### config.mk
export PLATFORM = sky130hd
export DESIGN_NAME = pipe_stage_reg
export DESIGN_NICKNAME = d
export VERILOG_FILES = /design/src/rtl/pipe_stage_reg.sv
export SDC_FILE = /design/constraint.sdc
export NUM_CORES = 1
export LEC_CHECK = 0
export CAP_MARGIN = 20
export CORE_ASPECT_RATIO = 2
export CORE_MARGIN = 3
export CORE_UTILIZATION = 38
export CTS_CLUSTER_DIAMETER = 120
export DETAILED_ROUTE_END_ITERATION = 10
export PLACE_DENSITY = 0.87
export SLEW_MARGIN = 30
export SYNTH_ARGS = -nofsm -noshare
export SYNTH_HDL_FRONTEND = slang
export SYNTH_SLANG_ARGS = --single-unit
### constraint.sdc
create_clock -name clk -period 1.4 [get_ports clk]
set_clock_uncertainty 0.05 [all_clocks]
set_input_delay 0.28 -clock clk [delete_from_list [all_inputs] [get_ports clk]]
set_output_delay 0.28 -clock clk [all_outputs]
set_load 0.01 [all_outputs]
### src/rtl/pipe_stage_reg.sv
// pipe_stage_reg: inter-stage pipeline register with stall (pass/hold/bubble),
// flush, and optional saturating performance counters.
// Optional feature macro: PIPE_STAGE_PERF_EN builds the bubble/hold/flush
// counters and the illegal-stall-vector assertion. Without it the counters
// read 0 and perf_clr is ignored.
module pipe_stage_reg #(
    parameter int              DATA_W    = 64,
    parameter int              STALL_W   = 6,
    parameter int              STAGE     = 1,
    parameter logic [DATA_W-1:0] NOP_VALUE = '0,
    parameter int              CNT_W     = 32
) (
    input  logic               clk,
    input  logic               rst,
    input  logic [STALL_W-1:0] stall,
    input  logic               flush,
    input  logic [DATA_W-1:0]  in_data,
    input  logic               in_valid,
    output logic [DATA_W-1:0]  out_data,
    output logic               out_valid,
    input  logic               perf_clr,
    output logic [CNT_W-1:0]   bubble_cnt,
    output logic [CNT_W-1:0]   hold_cnt,
    output logic [CNT_W-1:0]   flush_cnt
);

    // The downstream stall bit must exist in the vector.
    generate
        if (STAGE < 0 || STAGE + 1 >= STALL_W) begin : g_bad_stage
            $fatal(1, "pipe_stage_reg: STAGE+1 must be < STALL_W");
        end
    endgenerate

    typedef enum logic [1:0] {
        ACT_PASS   = 2'd0,
        ACT_HOLD   = 2'd1,
        ACT_BUBBLE = 2'd2,
        ACT_FLUSH  = 2'd3
    } act_e;

    logic up_stall;
    logic dn_stall;
    act_e act;

    assign up_stall = stall[STAGE];
    assign dn_stall = stall[STAGE+1];

    // Only two stall bits matter here; perf_clr is unused in the default build.
    logic unused_bits;
    assign unused_bits = ^{stall, perf_clr};

    // Per-edge action; flush wins over stall, and an illegal vector
    // (upstream running, downstream stalled) falls through to PASS.
    always_comb begin
        act = ACT_PASS;
        if (flush)
            act = ACT_FLUSH;
        else if (up_stall && !dn_stall)
            act = ACT_BUBBLE;
        else if (up_stall)
            act = ACT_HOLD;
    end

    // Payload/valid register: bubble and flush always load NOP, never in_data.
    always_ff @(posedge clk) begin
        if (rst) begin
            out_data  <= NOP_VALUE;
            out_valid <= 1'b0;
        end else begin
            case (act)
                ACT_PASS: begin
                    out_data  <= in_data;
                    out_valid <= in_valid;
                end
                ACT_HOLD: begin
                    out_data  <= out_data;
                    out_valid <= out_valid;
                end
                default: begin
                    out_data  <= NOP_VALUE;
                    out_valid <= 1'b0;
                end
            endcase
        end
    end

`ifdef PIPE_STAGE_PERF_EN
    function automatic logic [CNT_W-1:0] sat_inc(input logic [CNT_W-1:0] c);
        return (c == {CNT_W{1'b1}}) ? c : c + 1'b1;
    endfunction

    // Saturating event counters; rst beats perf_clr, perf_clr beats increments.
    always_ff @(posedge clk) begin
        if (rst || perf_clr) begin
            bubble_cnt <= '0;
            hold_cnt   <= '0;
            flush_cnt  <= '0;
        end else begin
            if (act == ACT_BUBBLE) bubble_cnt <= sat_inc(bubble_cnt);
            if (act == ACT_HOLD)   hold_cnt   <= sat_inc(hold_cnt);
            if (act == ACT_FLUSH)  flush_cnt  <= sat_inc(flush_cnt);
        end
    end

    // The stall controller only ever stalls a prefix of the pipeline.
    always_ff @(posedge clk) begin
        if (!rst)
            assert (!(!up_stall && dn_stall))
                else $error("pipe_stage_reg: illegal stall vector %b", stall);
    end
`else
    assign bubble_cnt = '0;
    assign hold_cnt   = '0;
    assign flush_cnt  = '0;
`endif

endmodule
==> flow_summary.yaml, run 1 <==
outcome:
  status: "complete, no violations"
global_routing:
  grt_pass1_vias: 2506
  grt-ovfl-total: 0
  antenna_found_initial: 0
  grt_start_max_net_pins: 84
  grt_pass1_wl_mm: 12.5
  grtUsageTotal: 0.158
timing:
  fin_crit_ns: 1.29
  finalSetupViolations: 0
  finalMaxSlewViolations: 0
  max_freq_mhz: 772
  rsz0062_at_grt: "false"
  hold_viol: 0
  finalCritPeriodShare: 0.925
  tns_ns: 0
pwr:
  power_density_nw_per_um2: 1070
  seqPwrFrac: 0.396
  switching_power_w: 0.00114
  combPwrFrac: 0.137
  irDropWorstVdd_v: 0.000759
  internal_power_w: 0.00374
  p_clk_frac: 0.467
  p_sw_frac: 0.234
  p_total_w: 0.00488
  leakage_nw: 2.06
synth:
  synth_cell_types: 11
  yosys.area.top_type: "dfxtp_1"
  ys_seq_area_frac: 0.389
  yosysTopAreaCellShare: 0.389
  ys_warn_count: 0
  synth_area_per_cell_sq_um: 8.67
  synthesis.area_sq_um: 3350
  synth-seq-cells: 65
  ys_top_cells_by_area: "dfxtp_1 39%, buf_4 23%, nand2b_1 12%"
  synth_cells: 386
layout:
  syn2layout_area_growth_pct: 36.3
  fin_util: 0.543
  diodes: 0
  drive_above_1_share: 0.0781
  fin_nets: 582
drt:
  drtAntennaViolNets: 0
  viasPerCell: 4.46
  vias: 2722
  dr.first_iter.drc_count: 103
  first_pass_iters: 4
  routed_wl_mm: 8.23
  drcViolationCount: 0
  wl_per_cell_um: 13.5
worst_setup_path:
  critPathArrivalTime_ns: 0.96
  cp_max_fo: 2
  cp-start-kind: "flop"
  max_stage_delay_ns: 0.33
  critPathKind: "flop to output port"
  ff2ff_setup_slack_ns: 0.70
  worst-path-buf-inv: 1
  required_ns: 1.07
  crit_chain: "dlygate4sd2_1"
  crit_path_end_kind: "output port"
  cp_slowest_cell: "dlygate4sd2_1"
  cpLargestDelayFamily: "buffers and inverters"
clocking:
  tritoncts.num_buffers: 9
  cts_tree: "built"
  cts-resized-gates: 65
  cts.sinks: 65
  clockRootBuffer: "clkbuf_16"
  postCtsSetupRepairBufs: 0
  clock_latency_ns: 0.32
  hold_buffers: 0
  cts_max_level: 3
  clkTransAtPathRegs_ns: 0.05
  clk_path_buf_depth: 2
place:
  placement.io_buffers: 134
  place_congestion: 0.683
  dp_hpwl_mm: 6.00
floorplanning:
  core.rowCount: 47
  start_util: 0.398
  dieArea_sq_um: 10000
  num_io_pins: 236
  dieWidth_um: 72.4
  die_h_um: 139
  fp.coreArea_sq_um: 8410
run:
  maxCapViolCount: 0
worst_hold_path:
  hold_path.class: "flop to flop"
-- layout by cell type (no fill, tap or decap) --
cell type / count
conb_1: 96
clkbuf_8: 3
clkinv_2: 1
nand3_1: 65
clkbuf_16: 9
nand2b_1: 65
buf_4: 2
a21oi_2: 18
bufinv_16: 1
buf_12: 4
dlygate4sd2_1: 65
clkbuf_1: 2
buf_2: 1
dfxtp_1: 65
clkdlybuf4s50_1: 67
or2_2: 1
a21oi_1: 47
-- per-stage QoR --
stage	worst slack (ns)	hold slack [ns]	cells	instance area, sq um
finish	0.105	0.411	610	4560
global route	0.0463	0.427	610	4560
CTS	0.0779	0.401	610	4560
detailed placement	-0.121	0.409	594	4340
global placement	-0.0591	0.403	594	4340
floorplan	0.394	0.376	481	3700
-- logic make-up (layout without fill, tap and decap cells) --
logic type / count (synthesis) / count (layout) / synth area share
AO/OA/AOI/OAI: 65 / 65 / 0.117
AND/OR/NAND/NOR: 131 / 131 / 0.220
flip-flops: 65 / 65 / 0.389
other: 1 / 96 / 0.00112
buffers and inverters: 124 / 155 / 0.272
-- area by class of cell --
| class | instances | area, sq um |
|---|---|---|
| sequential | 65 | 1300 |
| timing repair buffer | 139 | 1340 |
| clock buffer | 14 | 274 |
| fill | 793 | 3840 |
| clock inverter | 2 | 35.0 |
| tap | 98 | 123 |
| multi-input combinational | 292 | 1490 |
-- registers in the layout, summed over array words and instances (netlist names) --
signal	flops
out_valid	1
out_data	64
-- power groups by stage --
stage | clock network, W | registers [W] | logic, W
floorplan | 0 | 0.00200 | 0.000541
global placement | 0 | 0.00197 | 0.000689
detailed placement | 0 | 0.00197 | 0.000703
CTS | 0.00234 | 0.00193 | 0.000668
global route | 0.00243 | 0.00194 | 0.000734
finish | 0.00228 | 0.00193 | 0.000671
-- cells in the mapped netlist --
cell / instances
buf_4: 104
dfxtp_1: 65
conb_1: 1
buf_6: 6
nand3_1: 65
clkbuf_1: 5
or2_1: 1
a21oi_2: 18
nand2b_1: 65
buf_2: 9
a21oi_1: 47
-- layer usage --
layer  vias to the layer above  track usage  wire [um]
li1                       1316            -          -
met5                         -            0          0
met4                         0       0.0866        334
met2                       178        0.280       4370
met3                        27       0.0464        873
met1                      1201        0.159       2650
-- worst paths after layout --
check,from,endpoint,depth (start not counted)
worst min-delay path,out_data[2]$_SDFFE_PP0P_,out_data[2]$_SDFFE_PP0P_,2
worst min register to register,out_data[2]$_SDFFE_PP0P_,out_data[2]$_SDFFE_PP0P_,2
worst max-delay path,out_data[55]$_SDFFE_PP0P_,out_data[55],1
worst max register to register,out_data[40]$_SDFFE_PP0P_,out_data[40]$_SDFFE_PP0P_,2
Power figures use the tool's default switching activity.
==> run 2, diff against run 1 <==
--- a/config.mk
+++ b/config.mk
@@ -7,7 +7,7 @@
 export LEC_CHECK = 0
 export CAP_MARGIN = 20
 export CORE_ASPECT_RATIO = 2
-export CORE_MARGIN = 3
+export CORE_MARGIN = 2
 export CORE_UTILIZATION = 38
 export CTS_CLUSTER_DIAMETER = 120
 export DETAILED_ROUTE_END_ITERATION = 10
==> flow_summary.yaml, run 2 (synthesized netlist as in run 1, its figures left out) <==
worst_setup_path:
  required_ns: 1.07
  critPathLaunch: "out_data[28]$_SDFFE_PP0P_"
  cp_max_fo: 2
  cp_slowest_cell: "dfxtp_1"
  worst-path-buf-inv: 1
  crit_chain: "dlygate4sd2_1"
  critPathKind: "flop to output port"
  critPathArrivalTime_ns: 0.94
  cpLargestDelayFamily: "flip-flops"
  max_stage_delay_ns: 0.32
  cp-start-kind: "flop"
  crit_path_end_kind: "output port"
  worstReg2RegStart: "out_data[37]$_SDFFE_PP0P_"
layout:
  regMostFlops: "out_data"
  syn2layout_area_growth_pct: 37.2
  final_common_cell: "conb_1"
  fin_area_sq_um: 4590
  largest_register_ffs: 64
  top_regs: "out_data: 64 flops, out_valid: 1 flops"
  fin_util: 0.535
  layout_common_cells: "96 x conb_1, 67 x clkdlybuf4s50_1"
  fin_nets: 584
  diodes: 0
  drive_above_1_share: 0.0837
place:
  placed_cell_area_sq_um: 4350
  placement.io_buffers: 134
  dp_hpwl_mm: 5.84
  place_congestion: 0.721
timing:
  fin_crit_ns: 1.27
  max_freq_mhz: 786
  finalCritPeriodShare: 0.908
  finalSetupViolations: 0
  finalMaxSlewViolations: 0
  hold_viol: 0
  rsz0062_at_grt: "false"
drt:
  drtAntennaViolNets: 0
  vias: 2771
  drcViolationCount: 0
  routed_wl_mm: 7.78
  viasPerCell: 4.51
  dr.first_iter.drc_count: 70
  first_pass_iters: 4
  wl_per_cell_um: 12.7
worst_hold_path:
  hold_path.class: "primary input to flop"
  min-delay-start: "stall[2]"
global_routing:
  antenna_found_initial: 0
  grt_pass1_wl_mm: 11.7
  grt_start_max_net_pins: 85
  grt_pass1_vias: 2493
  grt-ovfl-total: 0
  grtUsageTotal: 0.154
clocking:
  clockRootBuffer: "clkbuf_16"
  tritoncts.num_buffers: 9
  clk_path_buf_depth: 2
  cts_tree: "built"
  clock_latency_ns: 0.32
  cts_max_level: 3
  clkTransAtPathRegs_ns: 0.06
  cts.sinks: 65
pwr:
  power_density_nw_per_um2: 1090
  irDropWorstVdd_v: 0.000995
  leakage_nw: 2.08
  p_total_w: 0.00499
floorplanning:
  num_io_pins: 236
  dieWidth_um: 70.4
  die_h_um: 137
  core.rowCount: 48
  start_util: 0.390
  fp.coreArea_sq_um: 8590
  dieArea_sq_um: 9620
run:
  maxCapViolCount: 0
outcome:
  status: "complete, no violations"
-- run 2: cell types whose count changed in the layout (fill, tap and decap cells not counted) --
cell | previous run | this run
clkinv_4 | 0 | 1
bufinv_16 | 1 | 2
clkbuf_8 | 3 | 1
clkinv_2 | 1 | 2
buf_4 | 2 | 4
clkbuf_1 | 2 | 1
-- run 2: timing repair --
item / CTS / global route
setup buffers: 0 / 0
resized for setup: 65 / 0
endpoints found under the hold margin: 0 / 0
hold buffers: 0 / 0
setup endpoints to repair: 65 / 0
-- run 2: stage by stage --
stage / setup slack [ns] / hold WS (ns) / std cells / setup TNS [ns]
3_5_place_dp: -0.116 / 0.407 / 598 / -4.49
6_report: 0.128 / 0.394 / 614 / 0
5_1_grt: 0.0863 / 0.399 / 614 / 0
4_1_cts: 0.113 / 0.381 / 614 / 0
3_3_place_gp: -0.0742 / 0.403 / 598 / -3.69
2_1_floorplan: 0.394 / 0.376 / 481 / 0
-- run 2: power breakdown --
group,internal (W),switching [W],total (W)
Sequential,0.00191,0.0000247,0.00193
Combinational,0.000315,0.000358,0.000674
Clock,0.00160,0.000780,0.00238
-- run 2: path summary, 6_finish.rpt --
path	end	slack, ns	cells past startpoint
worst max register to register	out_data[37]$_SDFFE_PP0P_	0.65	2
worst max-delay path	out_data[28]	0.13	1
worst min-delay path	out_data[50]$_SDFFE_PP0P_	0.39	4
worst min register to register	out_data[27]$_SDFFE_PP0P_	0.41	2
-- run 2: cell type report --
type / instances / area, sq um
fill: 788 / 3990
multi-input combinational: 292 / 1490
timing repair buffer: 141 / 1360
sequential: 65 / 1300
clock buffer: 11 / 243
tap: 100 / 125
clock inverter: 5 / 78.8
-- run 2: metal layers --
metal  GRT usage  wire, um  part of all wire  up-vias
met5           0         0                 0        -
met4      0.0748       268             0.034        0
met3      0.0508       793              0.10       22
met2       0.291      4210              0.54      185
met1       0.146      2510              0.32     1243
li1            -         -                 -     1321
==> run 3, diff against run 2 <==
--- a/config.mk
+++ b/config.mk
@@ -11,6 +11,7 @@
 export CORE_UTILIZATION = 38
 export CTS_CLUSTER_DIAMETER = 120
 export DETAILED_ROUTE_END_ITERATION = 10
+export GPL_ROUTABILITY_DRIVEN = 0
 export PLACE_DENSITY = 0.87
 export SLEW_MARGIN = 30
 export SYNTH_ARGS = -nofsm -noshare
==> results of run 3 <==
No change in the layout: final DEF, timing and power equal those of run 2.
